`config.mk`:
```
export PLATFORM = sky130hd
export DESIGN_NAME = hf_reader_seq
export DESIGN_NICKNAME = d
export VERILOG_FILES = /design/src/rtl/hf_reader_seq.sv
export SDC_FILE = /design/constraint.sdc
export NUM_CORES = 1
export LEC_CHECK = 0
export CAP_MARGIN = 20
export CORE_MARGIN = 2
export CORE_UTILIZATION = 25
export CTS_BUF_LIST = sky130_fd_sc_hd__clkbuf_4 sky130_fd_sc_hd__clkbuf_8
export DETAILED_ROUTE_END_ITERATION = 16
export SYNTH_ARGS = -nofsm -noshare
export SYNTH_HDL_FRONTEND = slang
export SYNTH_SLANG_ARGS = --single-unit
```
`constraint.sdc`:
```
create_clock -name ck_1356meg -period 7.25 [get_ports ck_1356meg]
set_input_delay 0.725 -clock ck_1356meg [delete_from_list [all_inputs] [get_ports ck_1356meg]]
set_output_delay 0.725 -clock ck_1356meg [all_outputs]
set_load 0.01 [all_outputs]
```
`src/rtl/hf_reader_seq.sv`:
```
// TX -> GUARD -> RX transaction sequencer driving minor_mode / mod_out of the HF reader.
// Optional: define HF_READER_SEQ_EARLY_EOF_EN to let rx_eof end the receive window early.
module hf_reader_seq #(
  parameter int unsigned GUARD_W = 16,
  parameter int unsigned RX_W    = 16
) (
  input  logic               ck_1356meg,
  input  logic               reset,
  input  logic               start,
  input  logic               abort,
  input  logic [3:0]         tx_mode,
  input  logic [3:0]         rx_mode,
  input  logic [3:0]         idle_mode,
  input  logic [11:0]        tx_bits,
  input  logic [7:0]         tx_bit_clks,
  input  logic [GUARD_W-1:0] guard_clks,
  input  logic [RX_W-1:0]    rx_clks,
  input  logic               tx_bit,
  input  logic               tx_bit_valid,
  input  logic               rx_eof,
  output logic               tx_bit_ready,
  output logic               mod_out,
  output logic [3:0]         minor_mode,
  output logic               busy,
  output logic               rx_active,
  output logic               done,
  output logic               tx_underrun
);

  localparam logic [3:0] MODE_RECEIVE_IQ = 4'd0;

  typedef enum logic [1:0] {IDLE, TX, GUARD, RX} state_t;

  state_t             state, state_n;
  logic [3:0]         tx_mode_q, tx_mode_n;
  logic [3:0]         rx_mode_q, rx_mode_n;
  logic [7:0]         bit_clks_q, bit_clks_n;
  logic [7:0]         phase, phase_n;
  logic [11:0]        bits_left, bits_left_n;
  logic [GUARD_W-1:0] guard_cnt, guard_cnt_n;
  logic [RX_W-1:0]    rx_cnt, rx_cnt_n;

  logic               mod_n, ready_n, busy_n, rx_active_n, done_n, underrun_n;
  logic [3:0]         minor_n;
  logic               eof_hit;

`ifdef HF_READER_SEQ_EARLY_EOF_EN
  assign eof_hit = rx_eof;
`else
  logic unused_rx_eof;
  assign unused_rx_eof = rx_eof;
  assign eof_hit       = 1'b0;
`endif

  // Phase that follows TX, skipping any zero-length phases.
  function automatic state_t post_tx(input logic guard_zero, input logic rx_zero);
    if (!guard_zero)   return GUARD;
    else if (!rx_zero) return RX;
    else               return IDLE;
  endfunction

  always_comb begin
    state_n     = state;
    tx_mode_n   = tx_mode_q;
    rx_mode_n   = rx_mode_q;
    bit_clks_n  = bit_clks_q;
    phase_n     = phase;
    bits_left_n = bits_left;
    guard_cnt_n = guard_cnt;
    rx_cnt_n    = rx_cnt;
    mod_n       = 1'b0;
    ready_n     = 1'b0;
    done_n      = 1'b0;
    underrun_n  = tx_underrun;

    case (state)
      IDLE: begin
        if (start) begin
          tx_mode_n   = tx_mode;
          rx_mode_n   = rx_mode;
          bit_clks_n  = (tx_bit_clks == 8'd0) ? 8'd1 : tx_bit_clks;
          bits_left_n = tx_bits;
          guard_cnt_n = guard_clks;
          rx_cnt_n    = rx_clks;
          phase_n     = '0;
          underrun_n  = 1'b0;
          if (tx_bits != 12'd0) begin
            state_n = TX;
            ready_n = 1'b1;
          end else begin
            state_n = post_tx(guard_clks == '0, rx_clks == '0);
            done_n  = (state_n == IDLE);
          end
        end
      end

      TX: begin
        phase_n = (phase == bit_clks_q - 8'd1) ? 8'd0 : phase + 8'd1;
        if (tx_bit_ready) begin
          if (!tx_bit_valid) begin
            underrun_n = 1'b1;
            state_n    = IDLE;
            done_n     = 1'b1;
          end else begin
            mod_n       = tx_bit;
            bits_left_n = bits_left - 12'd1;
            ready_n     = (phase_n == 8'd0) && (bits_left_n != 12'd0);
          end
        end else if (phase == 8'd0) begin
          // Boundary with no bit left: the last bit period has just ended.
          state_n = post_tx(guard_cnt == '0, rx_cnt == '0);
          done_n  = (state_n == IDLE);
        end else begin
          mod_n   = mod_out;
          ready_n = (phase_n == 8'd0) && (bits_left != 12'd0);
        end
      end

      GUARD: begin
        guard_cnt_n = guard_cnt - GUARD_W'(1);
        if (guard_cnt == GUARD_W'(1)) begin
          state_n = (rx_cnt != '0) ? RX : IDLE;
          done_n  = (rx_cnt == '0);
        end
      end

      RX: begin
        rx_cnt_n = rx_cnt - RX_W'(1);
        if (eof_hit || rx_cnt == RX_W'(1)) begin
          state_n = IDLE;
          done_n  = 1'b1;
        end
      end

      default: state_n = IDLE;
    endcase

    if (state != IDLE && abort) begin
      state_n    = IDLE;
      mod_n      = 1'b0;
      ready_n    = 1'b0;
      done_n     = 1'b0;
      underrun_n = tx_underrun;
    end

    busy_n      = (state_n != IDLE);
    rx_active_n = (state_n == RX);
    case (state_n)
      TX:          minor_n = tx_mode_n;
      GUARD, RX:   minor_n = rx_mode_n;
      default:     minor_n = idle_mode;
    endcase
  end

  always_ff @(posedge ck_1356meg) begin
    if (reset) begin
      state        <= IDLE;
      tx_mode_q    <= '0;
      rx_mode_q    <= '0;
      bit_clks_q   <= 8'd1;
      phase        <= '0;
      bits_left    <= '0;
      guard_cnt    <= '0;
      rx_cnt       <= '0;
      mod_out      <= 1'b0;
      tx_bit_ready <= 1'b0;
      busy         <= 1'b0;
      rx_active    <= 1'b0;
      done         <= 1'b0;
      tx_underrun  <= 1'b0;
      minor_mode   <= MODE_RECEIVE_IQ;
    end else begin
      state        <= state_n;
      tx_mode_q    <= tx_mode_n;
      rx_mode_q    <= rx_mode_n;
      bit_clks_q   <= bit_clks_n;
      phase        <= phase_n;
      bits_left    <= bits_left_n;
      guard_cnt    <= guard_cnt_n;
      rx_cnt       <= rx_cnt_n;
      mod_out      <= mod_n;
      tx_bit_ready <= ready_n;
      busy         <= busy_n;
      rx_active    <= rx_active_n;
      done         <= done_n;
      tx_underrun  <= underrun_n;
      minor_mode   <= minor_n;
    end
  end

endmodule

```
Word-level counts from Yosys, hierarchy flattened
Cells that the tools add are included.
Cells by class
  muxes and demuxes: 58
  bitwise operators: 2
  add/subtract/negate cells: 5
  reduce and logical (&&, ||, !) cells: 32
  equal/unequal tests: 13
Operators with widths (count)
  zero test 16 bit: 4
  case mux 16 bit (2 select lines): 2
  two-way mux 2 bit: 19
  two-way mux 12 bit: 3
  nonzero test 12 bit: 3
  equality test 16 x 1 -> 1 bit, second input constant: 2
  two-way mux 16 bit: 2
  subtractor 16 x 1 -> 16 bit, second input constant: 2
  zero test 8 bit: 3
  two-way mux 8 bit: 3
  case mux 12 bit (2 select lines): 1
  two-way mux 1 bit: 18
  two-way mux 4 bit: 4
  case mux 8 bit (2 select lines): 1
  nonzero test 16 bit: 1
  nonzero test 2 bit: 6
  subtractor 12 x 1 -> 12 bit, second input constant: 1
  adder 8 x 1 -> 8 bit, second input constant: 1
  equality test 2 bit, second input constant: 4
  equality test 8 bit: 1
  != test 2 bit, second input constant: 4
  case mux 2 bit (4 select lines): 1
  case mux 4 bit (2 select lines): 1
  AND reduction 2 bit: 4
  11 further kinds: 19
Storage, ports and cells
  output and inout port bits: 10
  register bits: 80
  bits of input ports: 71

Longest topological paths before layout
  depth after elaboration: 13
  mapped depth: 10
  mapped depth without buffers: 9

Least setup slack after synthesis
No wires, ideal clock.
  kind: reg2reg
  start: register bits_left[0]
  end: register bits_left[11]
  path buffers: 0
  path slack: 4757 ps
  period minus slack after synthesis: 2493 ps
  data required time: 7122 ps
  cell stages (with the launch flop): 8
  library setup time: 128 ps
  arrival time: 2365 ps
  cells stage by stage: dfxtp_1 -> or3_4 -> or3_4 -> or4_4 -> or4_4 -> a211o_1 -> a22oi_1 -> nor2_1
On the way
  longest elaborated chain between the ends: 4
Ends and longest elaborated chain
  from (decl): RTL line 39  | logic [11:0] bits_left, bits_left_n;
  from (signal assigned): RTL line 178  | bits_left <= bits_left_n;
  subtractor 12 x 1 -> 12 bit: RTL line 106  | bits_left_n = bits_left - 12'd1;
  two-way mux 12 bit: RTL line 100  | if (!tx_bit_valid) begin
  two-way mux 12 bit: RTL line 99  | if (tx_bit_ready) begin
  case mux 12 bit (2 select lines): RTL line 76  | case (state)
Every way passes these cells. The select of a mux whose other input is x is not followed.
A chain may end at the register's enable or synchronous reset.

Worst setup path after layout
  start: register state[1]
  end: register minor_mode[2]
On the way
  longest elaborated chain between the ends: 7
  elaborated cells between the ends (all ways): 21
  those cells by class: eq/ne: 6; mux: 11; reduce/logical: 4
Ends and longest elaborated chain
  from (decl): RTL line 34  | state_t state, state_n;
  from (signal assigned): RTL line 173  | state <= state_n;
  two-way mux 2 bit (on tied branches): RTL line 109, 100
  two-way mux 2 bit: RTL line 99
  case mux 2 bit (4 select lines): RTL line 76
  two-way mux 2 bit: RTL line 138  | if (state != IDLE && abort) begin
  equality test 2 bit: RTL line 148  | case (state_n)
  OR reduction 2 bit: RTL line 148
  case mux 4 bit (2 select lines) (*): RTL line 148
  to (signal assigned): RTL line 187  | minor_mode <= minor_n;
  to (decl): RTL line 23  | output logic [3:0] minor_mode,
Every way passes the cells marked *; elsewhere a longest branch is shown, timed or not.

==> summary.txt <==
Min path
  – Min-Delay Path Class: reg -> reg

Power and ir drop
  – Flop pwr share: 0.404
  – PD cells: 228 mW/mm2
  – Net Sw Power: 0.000460 W
  – Comb power frac: 0.314
  – Clock share of power: 0.282
  – Switching share of power: 0.343
  – Leak pwr: 2.07 nW
  – Cell Int Power: 0.000880 W
  – Peak supply drop: 0.106 mV

Logic synthesis
  – Post-synthesis adder-cell area fraction: 0.0294
  – Largest area contributor in the netlist: dfxtp_1
  – Post-synth cell types: 57
  – Mux cell area share after synthesis: 0.00668
  – Post-Syn Nets: 720
  – Synth Instances: 638
  – EDFF count, synth: 0
  – Register bit total from synthesis: 80
  – Top post-synthesis cells by area: dfxtp_1 34%, nand2_1 7.5%, a21oi_1 6.5%
  – Synth Area in Simple Gates: 0.304
  – Syn. warnings: 0
  – Top-area cell type share of the netlist area: 0.342
  – Mapped Avg Cell Area: 7.34 um2
  – Largest family of logic cells by synthesized area: simple AND/OR/NAND/NOR gates
  – Xor and xnor area share after synthesis: 0.0299
  – Post-Synthesis Cell Area: 0.00468 mm2
  – Synth Flop Type: dfxtp_1
  – Ys async rst share: 0
  – Synth Area in Compound Gates: 0.243
  – Register area share after synthesis: 0.342

STA
  – Unrepaired setup endpoints after global routing: false
  – Fin. Hold Viols: 0
  – Max Slew Vio Count: 0
  – Final worst slack: 4120 ps
  – Setup TNS: 0 ps
  – Final Critical Period: 3130 ps
  – Endpoints failing setup: 0
  – Worst Skew: 8.58 ps
  – Crit share post-route: 0.432
  – Peak Freq: 0.319 GHz
  – Worst Max-Slew Pin Slew: 897 ps
  – Rel. slew slack: 0.401

Clock network
  – Clk sinks: 80
  – Clk root buf: clkbuf_8
  – Postcts setup bufs: 0
  – # hold bufs at CTS: 0
  – Post-CTS resize count: 0
  – CTS tree: yes
  – Worst skew pair latency: 360 ps
  – Clock buffer depth: 2
  – CTS buffer count: 9
  – H-tree levels: 3
  – CTS clk-pin slew, worst paths: 80 ps

Critical path
  – Critical path arrival: 3390 ps
  – Worst EP required: 7500 ps
  – Cells along the critical path: nor2b_1 -> nand2_1 -> a2111oi_1 -> nor3_1 -> o31ai_1 -> a21oi_1 -> a311o_1
  – CP max stage delay: 780 ps
  – Critical path fanouts, max: 14
  – Setup slack, reg-to-reg: 4120 ps
  – CP Class: reg -> reg
  – Critical path launch point type: register
  – Critical-path top delay cell: nor2b_1
  – CP endpoint kind: register

Final layout
  – Final instance count without filler cells: 931
  – Filler cell count: 2007
  – Layout area overhead: 25.3%
  – Final design utilization: 0.317
  – Nets@finish: 775
  – Antenna diode count: 0
  – Share of cells above drive strength 1: 0.0387
  – Design Area, Final: 0.00587 mm2

Detailed routing
  – WL/cell: 14.4 um
  – Violation count after the first detailed-route iteration: 334
  – Routed via count: 4860
  – Length of the first detailed-routing pass in iterations: 5
  – Post-DRT Antenna Nets: 0
  – # DRC: 0
  – Final wirelength: 13400 um
  – Via density per instance: 5.22

Placement
  – Dpl cells: 915
  – PortBufs: 79
  – HPWL after DPL: 9610 um
  – Post-place setup slack: 4030 ps
  – Placed instance area: 0.00564 mm2
  – Final Wtd Congestion: 0.821

Outcome
  – Status: finished clean

Floorplan
  – Core area: 0.0185 mm2
  – Die height: 141 um
  – I/O pins: 81
  – Starting Density: 0.253
  – Num rows: 50
  – Die width: 141 um
  – Area of the die: 0.0198 mm2

Global route
  – All-layer global routing usage: 0.135
  – Largest net degree at the start of global routing: 75
  – Most Crowded Layer GR: met2
  – Met3 GRT Util: 0.0370
  – Initial antenna violation count: 0
  – Total grt overflow: 0
  – First-pass GRT wire length: 21800 um
  – Met2 usage: 0.203
  – Vias in the first global route: 4229
  – Met1 Use GR: 0.191

Job
  – Reported max-cap violation count: 0
synthesized netlist by cell type, types with 4 or more instances:
| cell | instances |
|---|---|
| a21oi_1 | 61 |
| a221oi_1 | 8 |
| nand2_1 | 93 |
| a211oi_1 | 7 |
| inv_1 | 15 |
| and2_1 | 4 |
| clkbuf_1 | 32 |
| xor2_1 | 9 |
| o21ai_0 | 38 |
| nor4_1 | 29 |
| buf_1 | 5 |
| nand3_1 | 21 |
| dfxtp_1 | 80 |
| a22oi_1 | 10 |
| a31oi_1 | 7 |
| nor3_1 | 31 |
| xnor2_1 | 7 |
| a32oi_1 | 4 |
| nor2b_1 | 5 |
| nor2_1 | 73 |
| nor3b_1 | 6 |
| a311o_1 | 6 |
| ha_1 | 11 |
| nand2b_1 | 5 |
| nand4_1 | 8 |
| o31ai_1 | 5 |
| o21a_1 | 5 |
cell families after synthesis:
logic type | count (synthesis)
flip-flops | 80
multiplexers | 3
XOR/XNOR | 16
AO/OA/AOI/OAI | 178
adder cells (fa/ha/maj) | 11
buffers and inverters | 55
AND/OR/NAND/NOR | 295
critical path: cells and delay by family (launching register included):
family,cells,cell delay (ps)
DFF,1,630
AOI/OAI and AO/OA,4,1350
and+or+nand+nor,3,1050
cell usage in the layout, fill, tap and decap left out, types with 3 or more instances in the layout:
master / count
nand2_1: 93
inv_1: 15
and2_1: 4
nand4_1: 8
o21a_1: 5
nand2b_1: 5
nand3_1: 21
xnor2_1: 7
clkbuf_8: 11
nand3b_1: 3
nor3_1: 31
dfxtp_1: 80
nor3b_1: 6
a31oi_1: 7
a222oi_1: 3
o31ai_1: 5
or3_1: 3
o21ai_0: 38
a211oi_1: 7
a221oi_1: 8
buf_4: 5
clkdlybuf4s50_1: 78
nor2b_1: 5
a311o_1: 6
nor4_1: 29
o22ai_1: 3
xor2_1: 9
ha_1: 11
a32oi_1: 4
o211ai_1: 3
a22oi_1: 10
nor2_1: 73
a21oi_1: 61
sequential cells by signal (all words and copies together) (netlist names), 2 cells and up:
signal and flops:
bit_clks_q 8, bits_left 12, guard_cnt 16, minor_mode 4, phase 8, rx_cnt 16, rx_mode_q 4, state 2
tx_mode_q 4
area by class of cell:
cell class	count	area, um2	share of cell area
clock buffers	12	159	0.0271
clock inverters	3	65.1	0.0111
inverters	15	56.3	0.00959
multi-input cells	503	2870	0.489
flip-flops and latches	80	1600	0.273
well taps	234	293	0.0499
repair buffers	84	823	0.140
path summary, 6_finish.rpt:
path,start,end,cells after the start
worst max-delay path,state[1]$_SDFF_PP0_,minor_mode[2]$_SDFF_PP0_,7
worst min-delay path,guard_cnt[14]$_SDFFE_PP0P_,guard_cnt[14]$_SDFFE_PP0P_,2
worst max register to register,state[1]$_SDFF_PP0_,minor_mode[2]$_SDFF_PP0_,7
worst min register to register,guard_cnt[14]$_SDFFE_PP0P_,guard_cnt[14]$_SDFFE_PP0P_,2
metal layers:
metal  wire [um]  share of wire
met1        6490           0.48
met2        5960           0.44
met3         817          0.061
met4         161          0.012
met5           0              0
through the flow:
stage | total power [W] | hold slack [ps]
global route | 0.00143 | 488
finish | 0.00134 | 462
detailed placement | 0.000968 | 457
CTS | 0.00135 | 466
floorplan | 0.000830 | 434
global placement | 0.000966 | 449
power groups by stage:
stage | registers (W) | clock network [W] | logic [W]
5_1_grt | 0.000550 | 0.000408 | 0.000474
3_3_place_gp | 0.000550 | 0 | 0.000416
4_1_cts | 0.000541 | 0.000391 | 0.000420
2_1_floorplan | 0.000535 | 0 | 0.000296
6_report | 0.000541 | 0.000377 | 0.000421
3_5_place_dp | 0.000551 | 0 | 0.000418
No activity file was read; power rests on OpenSTA's default activity.
